==> config.mk <==
export PLATFORM = sky130hd
export DESIGN_NAME = mux_rr_stream
export DESIGN_NICKNAME = d
export VERILOG_FILES = /design/src/rtl/mux_rr_stream.sv
export SDC_FILE = /design/constraint.sdc
export NUM_CORES = 1
export LEC_CHECK = 0
export CAP_MARGIN = 5
export CORE_UTILIZATION = 37
export CTS_BUF_LIST = sky130_fd_sc_hd__clkbuf_16
export CTS_CLUSTER_SIZE = 16
export DETAILED_ROUTE_END_ITERATION = 10
export PLACE_DENSITY = 0.78
export SYNTH_ARGS = -nofsm -noshare
export SYNTH_HDL_FRONTEND = slang
export SYNTH_SLANG_ARGS = --single-unit
==> constraint.sdc <==
create_clock -name clk -period 1.61 [get_ports clk]
set_input_delay 0.2415 -clock clk [delete_from_list [all_inputs] [get_ports clk]]
set_output_delay 0.2415 -clock clk [all_outputs]
set_load 0.1 [all_outputs]
==> src/rtl/mux_rr_stream.sv <==
// N_CH-channel valid/ready stream multiplexer with round-robin arbitration and a registered output stage.
// Optional build macro MUX_FORCE_SEL_EN adds force_en/force_sel to pin arbitration to one channel.
module mux_rr_stream #(
    parameter  int WIDTH = 4,
    parameter  int N_CH  = 4,
    localparam int SEL_W = $clog2(N_CH)
) (
    input  logic                    clk,
    input  logic                    rst_n,
`ifdef MUX_FORCE_SEL_EN
    input  logic                    force_en,
    input  logic [SEL_W-1:0]        force_sel,
`endif
    input  logic [N_CH*WIDTH-1:0]   in_data,
    input  logic [N_CH-1:0]         in_valid,
    output logic [N_CH-1:0]         in_ready,
    output logic [WIDTH-1:0]        out_data,
    output logic [SEL_W-1:0]        out_ch,
    output logic                    out_valid,
    input  logic                    out_ready
);

    logic [N_CH-1:0]  eligible;
    logic             force_active;
    logic [SEL_W-1:0] grant;
    logic             grant_found;
    logic             load_en;
    logic             transfer;

    logic [WIDTH-1:0] out_data_q, out_data_d;
    logic [SEL_W-1:0] out_ch_q, out_ch_d;
    logic             out_valid_q, out_valid_d;
    logic [SEL_W-1:0] ptr_q, ptr_d;

    // Channels allowed to compete this cycle.
    always_comb begin
        // NOTE: every signal written here gets a default first so no path leaves it unassigned (no latch).
        eligible = in_valid;
`ifdef MUX_FORCE_SEL_EN
        force_active = force_en;
        if (force_en) begin
            eligible = '0;
            if (int'(force_sel) < N_CH) begin
                eligible[force_sel] = in_valid[force_sel];
            end
        end
`else
        force_active = 1'b0;
`endif
    end

    // Rotating priority scan starting at ptr_q, wrapping modulo N_CH.
    always_comb begin
        int idx;
        idx         = 0;
        grant       = '0;
        grant_found = 1'b0;
        for (int k = 0; k < N_CH; k++) begin
            idx = int'(ptr_q) + k;
            if (idx >= N_CH) begin
                idx = idx - N_CH;
            end
            if (!grant_found && eligible[idx]) begin
                grant_found = 1'b1;
                grant       = SEL_W'(idx);
            end
        end
    end

    always_comb begin
        load_en  = !out_valid_q || out_ready;
        transfer = rst_n && grant_found && load_en;

        in_ready = '0;
        if (transfer) begin
            in_ready[grant] = 1'b1;
        end

        out_data_d  = out_data_q;
        out_ch_d    = out_ch_q;
        out_valid_d = out_valid_q;
        ptr_d       = ptr_q;
        if (transfer) begin
            // Loading while draining replaces the old word in the same edge, so no bubble.
            out_data_d  = in_data[int'(grant)*WIDTH +: WIDTH];
            out_ch_d    = grant;
            out_valid_d = 1'b1;
            if (!force_active) begin
                ptr_d = (grant == SEL_W'(N_CH - 1)) ? '0 : grant + SEL_W'(1);
            end
        end else if (out_ready) begin
            out_valid_d = 1'b0;
        end
    end

    always_ff @(posedge clk or negedge rst_n) begin
        if (!rst_n) begin
            out_data_q  <= '0;
            out_ch_q    <= '0;
            out_valid_q <= 1'b0;
            ptr_q       <= '0;
        end else begin
            // NOTE: state registers use non-blocking assignments; the comb blocks above use blocking.
            out_data_q  <= out_data_d;
            out_ch_q    <= out_ch_d;
            out_valid_q <= out_valid_d;
            ptr_q       <= ptr_d;
        end
    end

    assign out_data  = out_data_q;
    assign out_ch    = out_ch_q;
    assign out_valid = out_valid_q;

endmodule

==> out/metrics.sh, run 1 <==
RUN_STATUS='did not finish'
OUTCOME.STOP_STAGE='global routing (5_1_grt)'
TOOL.ERROR='[ERROR DPL-0033] detailed placement checks failed during check placement.'
IO_BUFFERS=33
GRT_START_MAX_NET_PINS=11
CELL_TYPES_WITH_THE_LARGEST_AREA_SHARE_AFTER_SYNTHESIS='sky130_fd_sc_hd__dfrtp_1 37%, sky130_fd_sc_hd__nor2_1 8.7%, sky130_fd_sc_hd__mux2_2 7.5%, sky130_fd_sc_hd__mux2i_1 6.7%, sky130_fd_sc_hd__nor2b_1 5.2%'
DIE_X_UM=42.3
HTREE_LEVELS=1
SYNTH.LIB_CELLS_USED.DISTINCT=24
SYNTH_TOP_CELL_BY_AREA='sky130_fd_sc_hd__dfrtp_1'
ANTENNA_FOUND_INITIAL=0
NUMBER_OF_CLOCK_SINKS_SEEN_BY_CTS=9
SEQUENTIAL_TO_TOTAL_AREA_SHARE_FROM_YOSYS_STAT=0.374
DETAILED_PLACE_HPWL_UM=1420
YOSYS_MOST_USED_DFF='sky130_fd_sc_hd__dfrtp_1'
SYN_NETS=90
POST_SYNTH.CELL_AREA_AVG_UM2=8.98
CTS-BUFFERS-INSERTED=3
INITIAL_UTILIZATION=0.400
YOSYS.AREA.TOP_TYPE_SHARE=0.374
DP_WORST_SLACK_PS=-500
CORE.ROWCOUNT=14
SYNTH.FF_LATCH_COUNT=9
CLOCK_PATH_BUFFERS=2
PLACED_CELLS_INCL_TAPS=127
SYNTH_ASYNC_SR_FLOP_SHARE=1.00
WORSTENDPOINTTYPE='primary output'
YOSYSWARNINGS=0
SYN-CELL-AREA_UM2=602
SYN_INST=67
ROOT_BUFFER='sky130_fd_sc_hd__clkbuf_16'
CTSHOLDBUFFERS=0
NUM_IO_PINS=34
DIE_Y_UM=42.3
SYNTH-EDFF-COUNT=0
GRT_WORST_SETUP_ENDPOINT='in_ready[3]'
PLACE_CONGESTION=0.825
[cells by family after synthesis]
kind of cell | share of synthesized area
flip-flops | 0.374
AND/OR/NAND/NOR | 0.247
multiplexers | 0.141
AO/OA/AOI/OAI | 0.183
buffers and inverters | 0.0395
XOR/XNOR | 0.0146
[per-stage QoR]
stage                     utilization  cell area, um^2
after floorplan                     -              663
after global placement          0.796             1200
after detailed placement        0.796             1200
after CTS                       0.954             1440
[synth_stat cells (all sizes together), types with 2 or more instances]
cell and number:
nor2 14, dfrtp 9, nand2 6, nor2b 5, o21ai 5, o22ai 5, mux2 4, mux2i 4
buf 3, nor3 2
[what timing repair did]
| action | CTS |
|---|---|
| resized for setup | 33 |
| endpoints found under the setup margin | 12 |
| setup buffers | 10 |
| pin swaps | 10 |
==> inputs of run 2 (changes only) <==
==> config.mk (replaced) <==
export PLATFORM = sky130hd
export DESIGN_NAME = mux_rr_stream
export DESIGN_NICKNAME = d
export VERILOG_FILES = /design/src/rtl/mux_rr_stream.sv
export SDC_FILE = /design/constraint.sdc
export NUM_CORES = 1
export LEC_CHECK = 0
export CAP_MARGIN = 5
export CORE_AREA = 2 2 63 65
export DETAILED_ROUTE_END_ITERATION = 10
export DIE_AREA = 0 0 65 67
export PLACE_DENSITY_LB_ADDON = 0.15
export SYNTH_ARGS = -nofsm -noshare
export SYNTH_HDL_FRONTEND = slang
export SYNTH_SLANG_ARGS = --single-unit
==> out/metrics.sh, run 2 <==
RUN_STATUS='finished, violations left'
FAILED_CHECKS='setup timing'
SYNTH_TO_FINAL_AREA_CHANGE_PCT=145
CAP_VIOL_MAX_COUNT=0
DRT_DRC_VIOLATIONS_LEFT=0
SWITCHING_SHARE=0.467
PATH_CLASS='register to output pin'
P_INT_mW=1.32
TOPROUTINGLAYERUSED='met4'
DRIVE_GT1_FRAC=0.532
FINAL_COMMON_CELL='sky130_fd_sc_hd__buf_4'
SYNTH_ASYNC_SR_FLOP_SHARE=1.00  # unchanged
DRT_PRE_ANTENNA_ITERS=3
SYN_INST=67  # unchanged
FINAL-SETUP-VIOL-COUNT=8
CTS-BUFFERS-INSERTED=3  # unchanged
VIA_COUNT=694
WORST_SETUP_HOLD_PATH_CLK_SLEW_PS=40
COMBPWRFRAC=0.727
CELL_TYPES_WITH_THE_LARGEST_AREA_SHARE_AFTER_SYNTHESIS='sky130_fd_sc_hd__dfrtp_1 37%, sky130_fd_sc_hd__nor2_1 8.7%, sky130_fd_sc_hd__mux2_2 7.5%, sky130_fd_sc_hd__mux2i_1 6.7%, sky130_fd_sc_hd__nor2b_1 5.2%'
FINALCRITICALPERIOD_PS=1830
SYNTH_TOP_CELL_BY_AREA='sky130_fd_sc_hd__dfrtp_1'
GRT_SETUP_UNREPAIRED='yes'
GRT_START_MAX_NET_PINS=11
N_ANTENNA_CELL=0
COMMONEST_CELLS_AFTER_ROUTING_FILL_AND_TAPS_ASIDE='18 x sky130_fd_sc_hd__buf_4, 17 x sky130_fd_sc_hd__clkdlybuf4s50_1, 12 x sky130_fd_sc_hd__nor2_1, 12 x sky130_fd_sc_hd__buf_12, 7 x sky130_fd_sc_hd__dfrtp_1'
FINALSETUPTNS_PS=-1200
CLOCKPOWERSHARE=0.103
FLOORPLAN.CORE_AREA_UM2=3610
INSERTION_DELAY_PS=230
FIN_WORST_SKEW_PS=1.21
NUMBER_OF_NETS_IN_THE_LAYOUT=150
TIMING.HOLD.WORST.CLASS='input port to async pin'
CRIT_BUF_INV=2
SWITCHING_PWR_mW=1.16
POST_DR_WIRELENGTH_CELL_UM=12.0
CTS_TREE='yes'
FIRST_PASS_GRT_WIRE_LENGTH_UM=3270
LAYOUTNONFILLERINSTCOUNT=174
SYNTH.LIB_CELLS_USED.DISTINCT=24  # unchanged
GRT-OVFL-TOTAL=0
NUMBER_OF_CLOCK_SINKS_SEEN_BY_CTS=9  # unchanged
DETAILED_PLACE_HPWL_UM=1590  # +12%
DIE_X_UM=65  # +54%
YOSYS.AREA.TOP_TYPE_SHARE=0.374  # unchanged
END_KIND='output pin'
SLEW-LIMIT-HEADROOM=0.822
ROUTE.ANTENNA.REMAINING_NETS=0
HTREE_LEVELS=1  # unchanged
PLACED_CELLS_INCL_TAPS=160  # +26%
YOSYS_MOST_USED_DFF='sky130_fd_sc_hd__dfrtp_1'
CLOCK_PATH_BUFFERS=2  # unchanged
CRITICAL_PATH_PEAK_FANOUT=4
MAX_FREQ_MHz=548
TIGHTEST_SLEW_PS=264
SEQUENTIAL_TO_TOTAL_AREA_SHARE_FROM_YOSYS_STAT=0.374  # unchanged
POST-ROUTE-WORST-SETUP-SLACK_PS=-216
CRIT_ARRIVAL_PS=1580
SYNTH.FF_LATCH_COUNT=9  # unchanged
LARGEST_REG_FLOPS=4
MET2ROUTEDLENGTH_UM=1030
PLACE_CONGESTION=0.755  # -8.5%
FINAL_MIN_PERIOD_OVER_CLOCK_PERIOD=1.13
DESIGN_POWER_TOTAL_mW=2.48
IO_BUFFERS=33  # unchanged
START_KIND='register'
VIAS_PER_CELL=3.99
CTSHOLDBUFFERS=0  # unchanged
ROOT_BUFFER='sky130_fd_sc_hd__clkbuf_8'
VDD_DROP_MAX_V=0.000700
WL_UM=2090
CRIT_PATH_MAX_DELAY_FAMILY='flip-flops'
CORE.ROWCOUNT=22  # +8
TRACK_USAGE=0.102
SYN-CELL-AREA_UM2=602  # unchanged
REPORT.FINAL.SLEW_VIOL_COUNT=0
INITIAL_UTILIZATION=0.167  # -0.233
CELL_TYPES_WITH_THE_HIGHEST_COUNTS_AFTER_SYNTHESIS='14 x sky130_fd_sc_hd__nor2_1, 9 x sky130_fd_sc_hd__dfrtp_1, 6 x sky130_fd_sc_hd__nand2_1'
P_SEQ_FRAC=0.170
POWER_DENSITY_nW_PER_UM2=1680
YOSYSWARNINGS=0  # unchanged
ANTENNA_FOUND_INITIAL=0
HOLD_SLACK_PS=116
SYN_NETS=90  # unchanged
SYNTH-EDFF-COUNT=0  # unchanged
CP_SLOWEST_CELL='sky130_fd_sc_hd__dfrtp_2'
POWER.STATIC_LEAKAGE_nW=0.661
NUMBER_OF_GLOBAL_ROUTE_VIAS_BEFORE_REPAIR=728
POST_SYNTH.CELL_AREA_AVG_UM2=8.98  # unchanged
INITIALDRTVIOLATIONCOUNT=13
LIST_OF_CELLS_TRAVERSED_BY_THE_CRITICAL_PATH='nor2b_2 -> nor3b_2 -> o22ai_2 -> buf_6 -> nand2_4 -> nor2_4 -> buf_12'
TIMING.FINAL.HOLD_VIOLATIONS=0
CRITICAL_PATH.MAX_STAGE_DELAY_PS=440
POST-SYNTH-TOP-COUNT-CELL='sky130_fd_sc_hd__nor2_1'
DR_WL_MET3_UM=93
NUM_IO_PINS=34  # unchanged
TIMING.CRITICAL_PATH.REQUIRED_PS=1370
DIEAREA_UM2=4360
MET1_LENGTH_UM=936
DIE_Y_UM=67  # +58%
==> run 2: metrics by stage <==
| step | area (um^2) | setup WS (ps) | util |
|---|---|---|---|
| 2_1_floorplan | 663 | -522 | - |
| 3_3_place_gp | 1260 | -407 | 0.349 |
| 3_5_place_dp | 1260 | -476 | 0.349 |
| 5_1_grt | 1470 | -273 | 0.409 |
| 6_report | 1470 | -216 | 0.409 |
| 4_1_cts | 1430 | -227 | 0.397 |
==> run 2: final cells by class <==
class                   count  area (um^2)
clock buffers               4         45.0
fillers                   375         2130
multi-input cells          55          480
flip-flops and latches      9          230
well taps                  48         60.1
repair buffers             58          658
==> run 2: cells by family after synthesis <==
logic type / after synthesis / synth area share
AO/OA/AOI/OAI: 15 / 0.183
XOR/XNOR: 1 / 0.0146
buffers and inverters: 3 / 0.0395
flip-flops: 9 / 0.374
multiplexers: 8 / 0.141
AND/OR/NAND/NOR: 31 / 0.247
==> run 2: timing repair <==
| item | 4_1_cts | 5_1_grt |
|---|---|---|
| setup endpoints to repair | 10 | 9 |
| pin swaps | 9 | 5 |
| gates resized for setup | 24 | 9 |
| buffers inserted | 8 | 3 |
==> run 2: power groups by stage <==
stage | combinational, mW | sequential, mW | clock (mW)
finish | 1.80 | 0.422 | 0.254
global route | 1.88 | 0.430 | 0.281
CTS | 1.75 | 0.423 | 0.266
detailed placement | 1.54 | 0.414 | 0
global placement | 1.53 | 0.417 | 0
floorplan | 0.486 | 0.849 | 0
==> run 2: path summary, 6_finish.rpt <==
path	from	end	slack, ps	depth (start not counted)
max	ptr_q[0]	in_ready[0]	-220	7
min	rst_n	out_data[1]	120	2
max reg2reg	ptr_q[0]	out_data[0]	-140	8
min reg2reg	out_ch[0]	out_ch[0]	550	1
max in group asynchronous	rst_n	out_valid	1340	2
min in group clk	rst_n	out_valid	530	4
==> run 2: routing by layer <==
metal  vias up  global-route usage
li1        352                   -
met1       322               0.120
met2        18               0.170
met3         2              0.0220
met4         0              0.0559
met5         -                   0
No activity file was read; power rests on OpenSTA's default activity.
